## src/rtl/uart_cmd_decoder_pkg.sv

```systemverilog
// uart_cmd_decoder_pkg: host command codes, mode encodings, FSM/command enums and decode helper.
// Rev 1.0
`default_nettype none

package uart_cmd_decoder_pkg;

    localparam logic [7:0] CMD_DATA   = 8'h01;
    localparam logic [7:0] CMD_CTRL   = 8'h02;
    localparam logic [7:0] CMD_FREQ   = 8'h03;
    localparam logic [7:0] CMD_PERIOD = 8'h04;
    localparam logic [7:0] CMD_REPEAT = 8'h05;
    localparam logic [7:0] CMD_GLOBAL = 8'h06;

    localparam logic [1:0] ONE_SHOT = 2'b00;
    localparam logic [1:0] CONTINUE = 2'b01;
    localparam logic [1:0] REPEAT   = 2'b10;

    typedef enum logic [2:0] {
        ST_IDLE,
        ST_CH,
        ST_AMT,
        ST_PAY,
        ST_ARG
    } state_t;

    typedef enum logic [2:0] {
        CM_NONE,
        CM_DATA,
        CM_CTRL,
        CM_FREQ,
        CM_PERIOD,
        CM_REPEAT,
        CM_GLOBAL
    } cmd_t;

    function automatic cmd_t decode_cmd(input logic [7:0] b);
        case (b)
            CMD_DATA:   decode_cmd = CM_DATA;
            CMD_CTRL:   decode_cmd = CM_CTRL;
            CMD_FREQ:   decode_cmd = CM_FREQ;
            CMD_PERIOD: decode_cmd = CM_PERIOD;
            CMD_REPEAT: decode_cmd = CM_REPEAT;
            CMD_GLOBAL: decode_cmd = CM_GLOBAL;
            default:    decode_cmd = CM_NONE;
        endcase
    endfunction

    function automatic logic has_channel(input cmd_t c);
        has_channel = (c == CM_DATA) || (c == CM_CTRL) || (c == CM_REPEAT);
    endfunction

endpackage

`default_nettype wire

```

## src/rtl/uart_cmd_decoder.sv

```systemverilog
// uart_cmd_decoder: reassembles UART bytes into host command frames and emits commit strobes.
// Rev 1.0
`default_nettype none

module uart_cmd_decoder
    import uart_cmd_decoder_pkg::*;
#(
    parameter int OUTPUT_NUM     = 16,
    parameter int DATA_BIT       = 32,
    parameter int TIMEOUT_CYCLES = 100000,
    localparam int CH_W          = $clog2(OUTPUT_NUM)
) (
    input  logic                clk_i,
    input  logic                rst_ni,
    input  logic [7:0]          data_i,
    input  logic                rx_done_tick_i,
    output logic                data_we_o,
    output logic                ctrl_we_o,
    output logic                freq_we_o,
    output logic                period_we_o,
    output logic                repeat_we_o,
    output logic                global_we_o,
    output logic [CH_W-1:0]     channel_o,
    output logic [7:0]          amount_o,
    output logic [DATA_BIT-1:0] pattern_o,
    output logic                idle_o,
    output logic [1:0]          mode_o,
    output logic                en_o,
    output logic [7:0]          slow_period_o,
    output logic [7:0]          fast_period_o,
    output logic [7:0]          repeat_o,
    output logic                stop_o,
    output logic                err_o
);

    localparam int PAY_BYTES = DATA_BIT / 8;
    localparam int IDX_W     = (PAY_BYTES > 1) ? $clog2(PAY_BYTES) : 1;
    localparam int TO_W      = $clog2(TIMEOUT_CYCLES + 1);

    state_t              state, state_d;
    cmd_t                cmd, cmd_in;
    logic [CH_W-1:0]     ch;
    logic                ch_ok;
    logic [7:0]          amt_sh, slow_sh;
    logic                arg_second;
    logic [IDX_W-1:0]    idx;
    logic [TO_W-1:0]     tmo_cnt;
    logic [DATA_BIT-1:0] pat_sh, pat_next;
    logic                timeout, finish, commit, err_d;

    assign cmd_in  = decode_cmd(data_i);
    // A tick in the terminal cycle keeps the frame alive.
    assign timeout = (state != ST_IDLE) && !rx_done_tick_i &&
                     (tmo_cnt == TO_W'(TIMEOUT_CYCLES - 1));

    always_ff @(posedge clk_i) begin
        if (!rst_ni) state <= ST_IDLE;
        else         state <= state_d;
    end

    always_comb begin
        state_d = state;
        finish  = 1'b0;
        commit  = 1'b0;
        err_d   = 1'b0;
        if (rx_done_tick_i) begin
            case (state)
                ST_IDLE: begin
                    case (cmd_in)
                        CM_NONE:                     err_d   = 1'b1;
                        CM_DATA, CM_CTRL, CM_REPEAT: state_d = ST_CH;
                        CM_FREQ:                     state_d = ST_AMT;
                        default:                     state_d = ST_ARG;
                    endcase
                end
                ST_CH:   state_d = (cmd == CM_DATA) ? ST_AMT : ST_ARG;
                ST_AMT:  state_d = ST_PAY;
                ST_PAY:  finish  = (idx == IDX_W'(PAY_BYTES - 1));
                ST_ARG:  finish  = (cmd != CM_PERIOD) || arg_second;
                default: state_d = ST_IDLE;
            endcase
        end else if (timeout) begin
            state_d = ST_IDLE;
            err_d   = 1'b1;
        end
        if (finish) begin
            state_d = ST_IDLE;
            if (has_channel(cmd) && !ch_ok) err_d  = 1'b1;
            else                             commit = 1'b1;
        end
    end

    always_comb begin
        pat_next = pat_sh;
        for (int k = 0; k < PAY_BYTES; k++) begin
            if (idx == IDX_W'(k)) pat_next[8*k +: 8] = data_i;
        end
    end

    always_ff @(posedge clk_i) begin
        if (!rst_ni) begin
            cmd           <= CM_NONE;
            ch            <= '0;
            ch_ok         <= 1'b0;
            amt_sh        <= '0;
            slow_sh       <= '0;
            arg_second    <= 1'b0;
            idx           <= '0;
            tmo_cnt       <= '0;
            pat_sh        <= '0;
            data_we_o     <= 1'b0;
            ctrl_we_o     <= 1'b0;
            freq_we_o     <= 1'b0;
            period_we_o   <= 1'b0;
            repeat_we_o   <= 1'b0;
            global_we_o   <= 1'b0;
            channel_o     <= '0;
            amount_o      <= '0;
            pattern_o     <= '0;
            idle_o        <= 1'b0;
            mode_o        <= '0;
            en_o          <= 1'b0;
            slow_period_o <= '0;
            fast_period_o <= '0;
            repeat_o      <= '0;
            stop_o        <= 1'b0;
            err_o         <= 1'b0;
        end else begin
            err_o       <= err_d;
            data_we_o   <= 1'b0;
            ctrl_we_o   <= 1'b0;
            freq_we_o   <= 1'b0;
            period_we_o <= 1'b0;
            repeat_we_o <= 1'b0;
            global_we_o <= 1'b0;

            if (rx_done_tick_i || state == ST_IDLE || timeout) tmo_cnt <= '0;
            else                                               tmo_cnt <= tmo_cnt + TO_W'(1);

            if (rx_done_tick_i) begin
                case (state)
                    ST_IDLE: begin
                        cmd        <= cmd_in;
                        arg_second <= 1'b0;
                    end
                    ST_CH: begin
                        ch    <= data_i[CH_W-1:0];
                        ch_ok <= ({1'b0, data_i} < 9'(OUTPUT_NUM));
                    end
                    ST_AMT: begin
                        amt_sh <= data_i;
                        idx    <= '0;
                    end
                    ST_PAY: begin
                        pat_sh <= pat_next;
                        idx    <= idx + IDX_W'(1);
                    end
                    ST_ARG: begin
                        slow_sh    <= data_i;
                        arg_second <= 1'b1;
                    end
                    default: ;
                endcase
            end

            if (commit) begin
                case (cmd)
                    CM_DATA: begin
                        data_we_o <= 1'b1;
                        channel_o <= ch;
                        amount_o  <= amt_sh;
                        pattern_o <= pat_next;
                    end
                    CM_CTRL: begin
                        ctrl_we_o <= 1'b1;
                        channel_o <= ch;
                        idle_o    <= data_i[3];
                        mode_o    <= data_i[2:1];
                        en_o      <= data_i[0];
                    end
                    CM_FREQ: begin
                        freq_we_o <= 1'b1;
                        amount_o  <= amt_sh;
                        pattern_o <= pat_next;
                    end
                    CM_PERIOD: begin
                        period_we_o   <= 1'b1;
                        slow_period_o <= slow_sh;
                        fast_period_o <= data_i;
                    end
                    CM_REPEAT: begin
                        repeat_we_o <= 1'b1;
                        channel_o   <= ch;
                        repeat_o    <= data_i;
                    end
                    CM_GLOBAL: begin
                        global_we_o <= 1'b1;
                        stop_o      <= data_i[0];
                    end
                    default: ;
                endcase
            end
        end
    end

endmodule

`default_nettype wire

```

## config.mk

```make
export PLATFORM = sky130hd
export DESIGN_NAME = uart_cmd_decoder
export DESIGN_NICKNAME = d
export VERILOG_FILES = /design/src/rtl/uart_cmd_decoder_pkg.sv /design/src/rtl/uart_cmd_decoder.sv
export SDC_FILE = /design/constraint.sdc
export NUM_CORES = 1
export LEC_CHECK = 0
export CAP_MARGIN = 10
export CORE_MARGIN = 1.5
export CORE_UTILIZATION = 55
export CTS_BUF_LIST = sky130_fd_sc_hd__clkbuf_4 sky130_fd_sc_hd__clkbuf_8
export CTS_CLUSTER_SIZE = 16
export DETAILED_ROUTE_END_ITERATION = 8
export PLACE_DENSITY = 0.77
export SYNTH_ARGS = -nofsm -noshare
export SYNTH_HDL_FRONTEND = slang
export SYNTH_SLANG_ARGS = --single-unit
```

## constraint.sdc

```tcl
create_clock -name clk_i -period 3.4 [get_ports clk_i]
set_clock_uncertainty 0.2 [all_clocks]
set_input_delay 0.34 -clock clk_i [delete_from_list [all_inputs] [get_ports clk_i]]
set_output_delay 0.34 -clock clk_i [all_outputs]
set_load 0.1 [all_outputs]
```

==> metrics.cfg <==
[die]
core-area_um2 = 11370
die_area_um2 = 12290
row_count = 39
die-width_um = 110.8
floorplan.initialDensity = 0.5626
pin_count = 91
die_h_um = 110.8

[setup_path]
cp-endpoint = pattern_o[17]$_SDFFE_PN0P_
worstSetupStartpointType = flip-flop
worstSetupStartpoint = idx[1]$_SDFFE_PN0P_
r2r-start = idx[1]$_SDFFE_PN0P_
path_common_cell = a211oi_1
cpMaxStageDelayCell = a211oi_1
worstPathArrival_ps = 2750
critPathRequiredTime_ps = 3550
cp_max_fo = 72
worstSetupPathType = flip-flop to flip-flop
worst_setup_path_end_kind = flip-flop
crit_path_max_incr_delay_ps = 430
timing.reg2reg.setup_slack_ps = 800
path_cells = ha_1 -> buf_4 -> nand4b_1 -> a211oi_1 -> o211a_2 -> buf_12 -> nor2_1 -> a211oi_1
reg2regPathDepth = 8
endpoint_of_the_worst_register_to_register_path = pattern_o[17]$_SDFFE_PN0P_

[global_routing]
grt.total_usage = 0.2439
number_of_antenna_violations_at_the_first_check_in_global_routing = 0
grt_first_pass_wirelength_um = 24140
gr-total-overflow = 0
via_count_of_the_first_global_routing_pass = 5042
pin_count_of_the_biggest_net_entering_global_routing = 73

[run]
cap_violations = 0

[min_path]
min_path_type = flip-flop to flip-flop

[timing]
grt_setup_unrepaired = no
slew_headroom = 0.3238
holdWs_ps = 256.7
hold_viol_final = 0
post-route-min-period_ps = 2596
maxSlewViolCount = 0
final_min_period_over_clock_period = 0.7635
fin_tns_setup_ps = 0
max_clock_freq_mhz = 385.2
final_critical_path_setup_slack_ps = 804.0
max_slew.worst_pin.slew_ps = 1011
finalSetupViolCount = 0

[route]
remaining_drc_errors = 0
detail_route.wl_per_cell_um = 15.64
dr.first_iter.drc_count = 408
route.final.wire_length_um = 14550
avgViaCountPerCell = 5.597
drtPass1Iterations = 6
route.vias.total = 5205
drt_antenna_net_count = 0

[placement]
place.detailed.hpwl_um = 9853
gp_congestion = 0.9111
buffer_ports.inserted = 90
preCtsSetupSlack_ps = 676.0

[layout]
nFillCells = 942
layout-drive-gt1-share = 0.06989
flow.area_growth_from_synthesis_pct = 20.44
area.sequential_um2 = 3183
combined_area_of_the_multi_input_logic_cells_um2 = 2934
ant_diodes = 0
design.final.nets = 795

[pwr]
peakVddDrop_mv = 0.3627
power-per-cell-area_nw_per_um2 = 412.3
power_frac_clock = 0.372
swShare = 0.2182
p_leak_nw = 2.549
p_switching_uw = 693.1
cell_internal_power_mw = 2.483
comb_power_share = 0.039
power_frac_seq = 0.589

[yosys]
synthesis.instances = 709
synth_cell_type_count = 48
synth_fp_nets = 725
ys.flop_type = dfxtp_1
synth-edff-count = 0
postSynthAreaPerCell_um2 = 9.021
ys_seq_elements = 159
ys_async_sr_fraction = 0
synth.cell_area_um2 = 6396
ys_seq_area_frac = 0.4977
yosysWarningCount = 0

[cts]
tritoncts_clock_tree = built
cts_made_buffers = 17
cts_hold_repair.buffers = 0
htreeDepth = 4
cts.sinks = 159
ctsRootBufferMaster = clkbuf_8
cts_resized = 0
clock_insertion_delay_worst_skew_ps = 440
clock_path_buffers = 2
post_cts.repair.setup_buffers = 0
clock_transition_at_the_registers_of_the_reported_paths_ps = 70

[run_status]
status = finished clean

## metrics by stage
stage,instance area [um2],cells,util,total power [mW]
finish,7704,930,0.6776,3.176
CTS,7704,930,0.6776,3.202
detailed placement,7381,903,0.6492,2.037
global route,7704,930,0.6776,3.289
global placement,7381,903,0.6492,2.035
floorplan,6396,709,-,1.986
## layer usage
metal	routed length [um]	GRT usage
met1	6110	0.3076
met2	7149	0.4053
met3	974	0.05960
met4	315	0.09145
met5	0	0
## worst max-delay path: cells and delay by family, from the launching register on
| family | cells | cell delay, ps |
|---|---|---|
| and+or+nand+nor | 2 | 240 |
| adders and majority gates | 1 | 170 |
| DFF | 1 | 390 |
| buffers and inverters | 2 | 470 |
| AOI/OAI and AO/OA | 3 | 970 |
## area by class of cell
cell class	instances	area share
timing repair buffer	109	0.1371
sequential	159	0.4132
clock inverter	2	0.001299
multi-input combinational	485	0.3809
clock buffer	25	0.04060
inverter	7	0.003736
tap	143	0.02323
## Yosys cell counts, types with 3 or more instances
library cell,n,area [um2]
dfxtp_1,159,3183
nor2_1,104,390.4
and2_1,6,37.54
nand4_1,5,31.28
a211oi_1,34,255.2
xnor2_1,4,35.03
a21oi_1,58,290.3
nor2b_1,4,25.02
inv_1,6,22.52
nand2b_1,3,18.77
clkbuf_1,41,153.9
ha_1,5,62.56
nand2_1,96,360.4
buf_1,3,11.26
mux2i_1,80,800.8
buf_4,4,30.03
xor2_1,11,96.34
nor3_1,5,25.02
and4_1,5,43.79
buf_2,8,40.04
nand3_1,30,150.1
or2_2,3,18.77
## power by group through the flow
stage	registers, mW	clock network [mW]	logic [mW]
finish	1.87	1.18	0.125
global route	1.87	1.28	0.135
CTS	1.87	1.21	0.123
detailed placement	1.91	0	0.123
global placement	1.91	0	0.122
floorplan	1.92	0	0.0690
## registers in the layout, summed over array words and instances, names as in the netlist, 3 cells and up
register       cells
pat_sh            32
slow_period_o      8
state              3
amt_sh             8
channel_o          4
pattern_o         32
tmo_cnt           17
amount_o           8
repeat_o           8
slow_sh            8
fast_period_o      8
cmd                3
ch                 4
## worst min path at each step
stage | startpoint | to | slack, ps | depth (start not counted)
3_5_place_dp | pat_sh[10]$_SDFFE_PN0P_ | pat_sh[10]$_SDFFE_PN0P_ | 250 | 2
5_1_grt | slow_sh[4]$_SDFFE_PN0P_ | slow_sh[4]$_SDFFE_PN0P_ | 270 | 2
6_report | pat_sh[3]$_SDFFE_PN0P_ | pat_sh[3]$_SDFFE_PN0P_ | 260 | 2
4_1_cts | pat_sh[10]$_SDFFE_PN0P_ | pat_sh[10]$_SDFFE_PN0P_ | 260 | 2
3_3_place_gp | pat_sh[22]$_SDFFE_PN0P_ | pat_sh[22]$_SDFFE_PN0P_ | 240 | 2
2_1_floorplan | tmo_cnt[0]$_SDFF_PP0_ | tmo_cnt[0]$_SDFF_PP0_ | 230 | 1
## kinds of logic (layout without fill, tap and decap cells)
kind of cell	after synthesis	count (layout)	share of synthesized area
XOR/XNOR	15	15	0.02054
AO/OA/AOI/OAI	106	106	0.1058
AND/OR/NAND/NOR	279	279	0.1966
buffers and inverters	65	143	0.04440
multiplexers	80	80	0.1252
flip-flops	159	159	0.4977
adder cells (fa/ha/maj)	5	5	0.009781
## cells in the final DEF, fill, tap and decap left out, drive strengths merged, types with 2 or more instances in the layout
cell,synthesis,layout
a211oi,34,34
a21oi,58,58
a311oi,2,2
a31oi,2,2
and2,6,6
and3,2,2
and4,5,5
buf,17,19
clkbuf,41,25
clkdlybuf4s50,0,90
clkinv,0,2
dfxtp,159,159
ha,5,5
inv,7,7
mux2i,80,80
nand2,97,97
nand2b,3,3
nand3,30,30
nand4,5,5
nand4b,2,2
nor2,104,104
nor2b,4,4
nor3,5,5
nor3b,2,2
nor4b,2,2
nor4bb,2,2
or2,3,3
or4,2,2
xnor2,4,4
xor2,11,11
(Power assumes the default switching activity.)
